## src/rtl/cpu_pkg.sv

```systemverilog
// Shared CPU constants and the IF/ID queue entry layout used by the fetch stage.
package cpu_pkg;

   localparam int XLEN    = 64;
   localparam int ILEN    = 32;
   localparam int PC_STEP = 4;
   localparam int IFQ_W   = XLEN + ILEN;
   localparam int CNT_W   = 4;

   // Field order matches the IF/ID dataIn layout {pc, instr}.
   typedef struct packed {
      logic [XLEN-1:0] pc;
      logic [ILEN-1:0] instr;
   } ifq_entry_t;

   function automatic logic [XLEN-1:0] align_pc(input logic [XLEN-1:0] pc);
      return {pc[XLEN-1:2], 2'b00};
   endfunction

endpackage

```

## src/rtl/fetch_fifo.sv

```systemverilog
// Circular FIFO for the fetch queue: storage, head/tail pointers and occupancy
// count. Flush empties it in one cycle; the caller guarantees no overflow or underflow.
module fetch_fifo
   import cpu_pkg::*;
#(
   parameter int WIDTH = IFQ_W,
   parameter int DEPTH = 4
) (
   input  logic             clk,
   input  logic             rst_n,
   input  logic             flush,
   input  logic             push,
   input  logic             pop,
   input  logic [WIDTH-1:0] wdata,
   output logic [WIDTH-1:0] rdata,
   output logic [CNT_W-1:0] count
);

   localparam int PTR_W = $clog2(DEPTH);

   logic [WIDTH-1:0] mem [DEPTH];
   logic [PTR_W-1:0] head;
   logic [PTR_W-1:0] tail;
   logic [CNT_W-1:0] cnt;

   // NOTE: the storage is reset along with the pointers so a freshly reset queue
   // reads as all-zero entries; state is updated with non-blocking assignments only.
   always_ff @(posedge clk or negedge rst_n) begin
      if (!rst_n) begin
         head <= '0;
         tail <= '0;
         cnt  <= '0;
         for (int i = 0; i < DEPTH; i++) mem[i] <= '0;
      end else if (flush) begin
         head <= '0;
         tail <= '0;
         cnt  <= '0;
      end else begin
         if (push) begin
            mem[tail] <= wdata;
            tail      <= tail + PTR_W'(1);
         end
         if (pop) head <= head + PTR_W'(1);
         case ({push, pop})
            2'b10:   cnt <= cnt + CNT_W'(1);
            2'b01:   cnt <= cnt - CNT_W'(1);
            default: cnt <= cnt;
         endcase
      end
   end

   // Pointers are exactly log2(DEPTH) bits wide, so they wrap modulo DEPTH on their own.
   assign rdata = mem[head];
   assign count = cnt;

endmodule

```

## src/rtl/if_fetch_queue.sv

```systemverilog
// Instruction fetch stage: owns the fetch PC, decides push/pop/redirect each
// cycle and presents the queue head to IF/ID as {pc, instr}.
module if_fetch_queue
   import cpu_pkg::*;
#(
   parameter logic [XLEN-1:0] RESET_PC = 64'h0,
   parameter int              DEPTH    = 4
) (
   input  logic              clk,
   input  logic              rst_n,
   output logic [XLEN-1:0]   imem_addr,
   input  logic [ILEN-1:0]   imem_rdata,
   input  logic              imem_ready,
   input  logic              redirect_valid,
   input  logic [XLEN-1:0]   redirect_pc,
   output logic              out_valid,
   input  logic              out_ready,
   output logic [IFQ_W-1:0]  out_data,
   output logic [CNT_W-1:0]  count
);

   localparam logic [CNT_W-1:0] DEPTH_C = CNT_W'(DEPTH);

   logic [XLEN-1:0]  pc;
   logic [CNT_W-1:0] occ;
   logic             push;
   logic             pop;
   ifq_entry_t       wr_entry;
   ifq_entry_t       head_entry;

   assign out_valid = (occ != '0);
   assign pop       = out_valid & out_ready;
   // A pop frees a slot on the same edge, so a full queue still streams one per cycle.
   assign push      = imem_ready & ~redirect_valid & ((occ < DEPTH_C) | pop);

   assign wr_entry.pc    = pc;
   assign wr_entry.instr = imem_rdata;

   fetch_fifo #(
      .WIDTH (IFQ_W),
      .DEPTH (DEPTH)
   ) u_fifo (
      .clk   (clk),
      .rst_n (rst_n),
      .flush (redirect_valid),
      .push  (push),
      .pop   (pop & ~redirect_valid),
      .wdata (wr_entry),
      .rdata (head_entry),
      .count (occ)
   );

   always_ff @(posedge clk or negedge rst_n) begin
      if (!rst_n)              pc <= RESET_PC;
      else if (redirect_valid) pc <= align_pc(redirect_pc);
      else if (push)           pc <= pc + XLEN'(PC_STEP);
   end

   // NOTE: out_data is driven only from registered FIFO state, never from
   // imem_rdata, and is zeroed whenever the head is not valid.
   assign out_data  = out_valid ? head_entry : '0;
   assign imem_addr = pc;
   assign count     = occ;

endmodule

```

## config.mk

```make
export PLATFORM = sky130hd
export DESIGN_NAME = if_fetch_queue
export DESIGN_NICKNAME = d
export VERILOG_FILES = /design/src/rtl/cpu_pkg.sv /design/src/rtl/fetch_fifo.sv /design/src/rtl/if_fetch_queue.sv
export SDC_FILE = /design/constraint.sdc
export NUM_CORES = 1
export LEC_CHECK = 0
export CORE_MARGIN = 5
export CORE_UTILIZATION = 25
export DETAILED_ROUTE_END_ITERATION = 10
export PLACE_DENSITY = 0.47
export SYNTH_ARGS = -nofsm -noshare
export SYNTH_HDL_FRONTEND = slang
export SYNTH_SLANG_ARGS = --single-unit
```

## constraint.sdc

```tcl
create_clock -name clk -period 4.25 [get_ports clk]
set_input_delay 0.85 -clock clk [delete_from_list [all_inputs] [get_ports clk]]
set_output_delay 0.85 -clock clk [all_outputs]
set_load 0.05 [all_outputs]
```

Word level (Yosys, flattened, before mapping):

Index checks and enable logic that the tools add are counted.

* add/subtract/negate cells: 5
* multipliers: 0
* div/mod/pow operators: 0
* $lt $le $gt $ge: 4
* eq/ne operators: 2
* shift-type cells: 0
* muxes and demuxes: 15
* bitwise logic cells: 8
* reduce and logical (&&, ||, !) cells: 6

Operator list (number)
* 384-bit bitwise mux: 1
* 96-bit two-way mux: 4
* 96-bit binary-select mux with 2-bit select: 1
* 96-bit demux with 2-bit select: 1
* 64-bit two-way mux: 2
* 64-bit by 3-bit adder with 64-bit output, second input constant: 1
* 2-bit two-way mux: 4
* 4-bit case mux with 2 select lines: 1
* 3-bit >= comparator, second input constant: 2
* 2-bit inverter with 3-bit output: 2
* 2-bit by 1-bit adder with 2-bit output, second input constant: 2
* 4-bit by 1-bit adder with 4-bit output, second input constant: 1
* 1-bit AND: 4
* 4-bit by 3-bit less-than comparator with 1-bit output, second input constant: 1
* 4-bit two-way mux: 1
* 2-bit nonzero test: 2
* 4-bit nonzero test: 1
* 4-bit by 1-bit subtractor with 4-bit output, second input constant: 1
* 3-bit by 1-bit less-than comparator with 1-bit output, second input constant: 1
* 3-bit nonzero test: 1
* 2-bit by 1-bit == test with 1-bit output, second input constant: 1
* 2-bit == test, second input constant: 1
* 2-bit AND reduction: 1
* 1-bit logical AND: 1
* 2 further kinds: 2

* register bits: 456
* bits in latches: 0
* RAM bits: 0
* ROM bits: 0
* output and inout port bits: 165
* logic and storage cells: 48
* memories: 0

Longest topological paths before layout:

* depth after elaboration: 7
* mapped depth: 11
* gate-level depth less buffers: 9

Hierarchy:

From an unflattened synthesis, not the netlist that was laid out.

* cells, all modules: 1545
* area total of the unflattened synthesis: 22151.2 um2

By module, submodules not included
* fetch_fifo: instances 1, cells each 985, area an instance 17717.0 um2, seq. area each 9809.4 um2
* if_fetch_queue: instances 1, cells each 560, area an instance 4434.3 um2, seq. area each 1551.5 um2

Worst setup path before layout:

No wires, ideal clock.

* kind: register to output
* start: register u_fifo.cnt[1], in the netlist u_fifo.count[1]
* end: output port out_data[86]
* arrival: 2.354 ns
* slack: 1.046 ns
* cell stages (with the launch flop): 6
* path buffers: 3
* cells stage by stage: dfrtp_1 clkbuf_1 or4_1 clkbuf_1 clkbuf_1 and2_1

* word-level cells in the longest chain between the ends: 2

Ends and longest elaborated chain
* start: declaration: line fetch_fifo.sv:24 `logic [CNT_W-1:0] cnt;`
* start signal: assignment: line fetch_fifo.sv:45 `2'b10: cnt <= cnt + CNT_W'(1);`
* start signal: assignment: line fetch_fifo.sv:46 `2'b01: cnt <= cnt - CNT_W'(1);`
* start signal: assignment: line fetch_fifo.sv:47 `default: cnt <= cnt;`
* 4-bit nonzero test: line if_fetch_queue.sv:31 `assign out_valid = (occ != '0);`
* via out_valid: line if_fetch_queue.sv:16 `output logic out_valid,`
* 96-bit two-way mux: line if_fetch_queue.sv:61 `assign out_data = out_valid ? head_entry : '0;`
* end: declaration: line if_fetch_queue.sv:18 `output logic [IFQ_W-1:0] out_data,`

The timed path passes the listed nets, and every way through them passes these cells.

Worst setup path after layout:

* start: register u_fifo.cnt[1], in the netlist u_fifo.count[1]
* end: output port out_data[38]

* word-level cells in the longest chain between the ends: 2

Ends and longest elaborated chain (line)
* 4-bit nonzero test: if_fetch_queue.sv:31
* 96-bit two-way mux: if_fetch_queue.sv:61

No other way between the ends.

==> metrics.cfg <==
[outcome]
run_status=completed

[placement]
numPortBuffers=259
gpl.final_weighted_congestion=0.7440
place.detailed.hpwl_mm=44.50

[drt]
route.detailed.wl_per_inst_um=22.53
route.final.wire_length_mm=67.28
drc=0
initialDrtViolationCount=627
length_of_the_first_detailed_routing_pass_in_iterations=4
num_vias=13920
route.antenna.remaining_nets=0
detail_route.vias_per_cell=4.662

[die]
coreArea_mm2=0.08475
die_area_mm2=0.09098
initial_core_util_pct=25.09
top_level_ports=266
die-height_um=301.6
placement_row_count=107
die_span_x_um=301.6

[worst_setup_path]
worst-setup-path-type=flop to output pin
r2r-start=imem_addr[12]
worst-path-max-fanout=45
worstPathRequired_ns=3.40
crit_arrival_ns=3.24
critical_path_launch_point=u_fifo.count[1]
worst_setup_path_start_kind=flop
critical_path.endpoint_type=output pin

[clock_tree]
post_cts_resize_count=0
tritoncts=built
cts-root-buf=sky130_fd_sc_hd__clkbuf_16
htree_levels=2
cts-hold-fix-buffers=0
worstSkewPairLatency_ns=0.59
tritoncts_num_sinks=446
cts_setup_buffers=0
max-clock-path-buffers=3
cts_bufs_inserted=53
cts.reportedPaths.clkPinSlew_ns=0.06

[final_layout]
areaGrowthSynthToFinish_pct=27.62
num-fill-cells=8451
regArea_mm2=0.01117
multi_input_logic_area_mm2=0.009545
final_net_count=1902
final_layout_size_suffix_gt1_share_pct=34.51

[global_routing]
groute.usage.overall_pct=14.65
wire_length_of_the_first_global_routing_pass_mm=101.3
antenna_found_initial=8
first_global_vias=15290
grt.overflow.total=0
grt_max_degree=94

[sta]
grt_setup_unrepaired=false
worst_pin_slew_ns=0.8960
final-setup-viol-count=0
final_hold_violation_count=0
drv_slew=0
totalNegativeSetupSlack_ns=0
maxClockFrequency_ghz=0.2446
timing.slew.headroom_pct=40.27
layout_worst_path_cycle_share_pct=96.21
skew_ns=0.01573
layout_min_cycle_time_ns=4.089

[synth]
synth.distinct_cells=49
largest_family_of_logic_cells_by_synthesized_area=multiplexers
synthAdderAreaFrac_pct=0.4119
yosys_warnings=0
synthSimpleGateAreaFrac_pct=9.609
synth_enable_flop_cells=0
muxShareOfSynthArea_pct=30.26
syn-mean-instance-area_um2=13.59
syn_area_mm2=0.02126
synth_compound_area_share_pct=2.613
synth-main-ff-cell=sky130_fd_sc_hd__dfrtp_1
synth-seq-cells=446
share_of_async_settable_or_async_resettable_flops_after_synthesis_pct=100.0
postSynthCellCount=1565
synth_sequential_area_ratio_pct=52.49
synth-xor-area-share_pct=1.689

[power]
irDropWorstVdd_v=0.0005122
totalPowerFinal_uw=20110
pwr_density_cell_mw_per_mm2=741.0
leakagePower_uw=0.01121

[worst_hold_path]
holdCritPathClass=input pin to asynchronous set/reset pin

[run]
maxCapViolations=0

cells in the final DEF, fill, tap and decap left out, drive strengths merged, types with 17 or more instances in the layout:
cell,netlist,layout
dfrtp,446,446
mux2,378,378
clkdlybuf4s50,0,256
and2,100,100
mux4,94,94
clkbuf,90,79
nand2,73,73
buf,48,53
o21ai,41,41
nand4,39,39
nor2,36,36
nand3,30,30
xor2,29,29
nor3,17,17
or4,17,17
synth_stat cells (3+ instances only):
cell | count | share of area [%]
sky130_fd_sc_hd__dfrtp_1 | 446 | 52
sky130_fd_sc_hd__inv_1 | 8 | 0.14
sky130_fd_sc_hd__nand3_2 | 3 | 0.14
sky130_fd_sc_hd__o31a_1 | 3 | 0.12
sky130_fd_sc_hd__a221o_1 | 8 | 0.38
sky130_fd_sc_hd__buf_4 | 5 | 0.18
sky130_fd_sc_hd__mux4_2 | 94 | 10
sky130_fd_sc_hd__nand3_1 | 26 | 0.61
sky130_fd_sc_hd__mux2i_1 | 6 | 0.28
sky130_fd_sc_hd__nand4_1 | 37 | 1.1
sky130_fd_sc_hd__buf_1 | 5 | 0.088
sky130_fd_sc_hd__and2_1 | 100 | 2.9
sky130_fd_sc_hd__buf_2 | 38 | 0.89
sky130_fd_sc_hd__a21oi_1 | 3 | 0.071
sky130_fd_sc_hd__nor3_1 | 17 | 0.40
sky130_fd_sc_hd__nor4_1 | 11 | 0.32
sky130_fd_sc_hd__o21ai_0 | 41 | 0.97
sky130_fd_sc_hd__xor2_1 | 29 | 1.2
sky130_fd_sc_hd__or4_1 | 15 | 0.53
sky130_fd_sc_hd__nand2_1 | 73 | 1.3
sky130_fd_sc_hd__ha_1 | 7 | 0.41
sky130_fd_sc_hd__xnor2_1 | 12 | 0.49
sky130_fd_sc_hd__nor4_2 | 3 | 0.18
sky130_fd_sc_hd__clkbuf_2 | 4 | 0.094
sky130_fd_sc_hd__mux2_2 | 378 | 20
sky130_fd_sc_hd__nor2_1 | 36 | 0.64
sky130_fd_sc_hd__or3_1 | 10 | 0.29
sky130_fd_sc_hd__clkbuf_1 | 86 | 1.5
sky130_fd_sc_hd__nor2b_1 | 9 | 0.26
sky130_fd_sc_hd__a31oi_1 | 15 | 0.44
sky130_fd_sc_hd__and3_1 | 8 | 0.24
sky130_fd_sc_hd__o31ai_1 | 6 | 0.21
routing by layer:
| metal | routed length [um] | vias up | track usage [%] |
|---|---|---|---|
| met1 | 29980 | 7383 | 19.70 |
| met4 | 1317 | 4 | 3.347 |
| li1 | - | 6176 | - |
| met5 | 27 | - | 0 |
| met2 | 32190 | 267 | 23.95 |
| met3 | 3761 | 90 | 3.700 |
final timing paths:
kind / slack [ns] / to / cells after the start
setup / recovery: 0.16 / out_data[38] / 4
hold / removal: 0.26 / u_fifo.mem[64] / 1
setup reg to reg: 1.25 / imem_addr[57] / 5
hold reg to reg: 0.50 / u_fifo.mem[105] / 1
max in group asynchronous: 2.90 / u_fifo.mem[116] / 3
min in group clk: 0.50 / u_fifo.mem[105] / 1
through the flow:
stage                     setup WS (ns)  instance area [um^2]  util, %  std cells  hold slack (ns)
after floorplan                   1.046                 21270        -       1568           0.4739
after global placement           0.7288                 25360    29.92       2883           0.4816
after detailed placement         0.6893                 25360    29.92       2883           0.4870
after CTS                       0.05527                 27120    32.01       2981           0.2931
after global routing            0.04490                 27120    32.01       2981           0.2961
final                            0.1609                 27140    32.02       2986           0.2602
sequential cells by signal (all words and copies together), names as in the netlist:
| signal | count |
|---|---|
| imem_addr | 62 |
| u_fifo.head | 2 |
| u_fifo.count | 4 |
| u_fifo.mem | 376 |
| u_fifo.tail | 2 |
kinds of logic (layout without fill, tap and decap cells):
group,count (synthesis),in the layout
adder cells (fa/ha/maj),7,7
AO/OA/AOI/OAI,86,86
other,1,9
buffers and inverters,146,415
XOR/XNOR,41,41
AND/OR/NAND/NOR,360,360
multiplexers,478,478
flip-flops,446,446
area by class of cell:
class,instances,share of cell area (%)
diodes,5,0.04611
clock buffers,79,5.920
well taps,1144,5.275
clock inverters,19,0.5948
flip-flops and latches,446,41.16
multi-input cells,976,35.18
inverters,8,0.1107
repair buffers,309,11.72
report_power, final:
group | internal [uW] | switching, uW | leakage (uW)
Clock | 2730 | 1880 | 0.000879
Combinational | 3980 | 4710 | 0.00478
Sequential | 5820 | 985 | 0.00556
critical path: stages (launching register included):
cell                              delay [ns]
sky130_fd_sc_hd__dfrtp_1                0.49
sky130_fd_sc_hd__or4_4                  0.93
sky130_fd_sc_hd__buf_12                 0.31
sky130_fd_sc_hd__and2_1                 0.19
sky130_fd_sc_hd__clkdlybuf4s50_1        0.71
No activity file was read; power rests on OpenSTA's default activity.
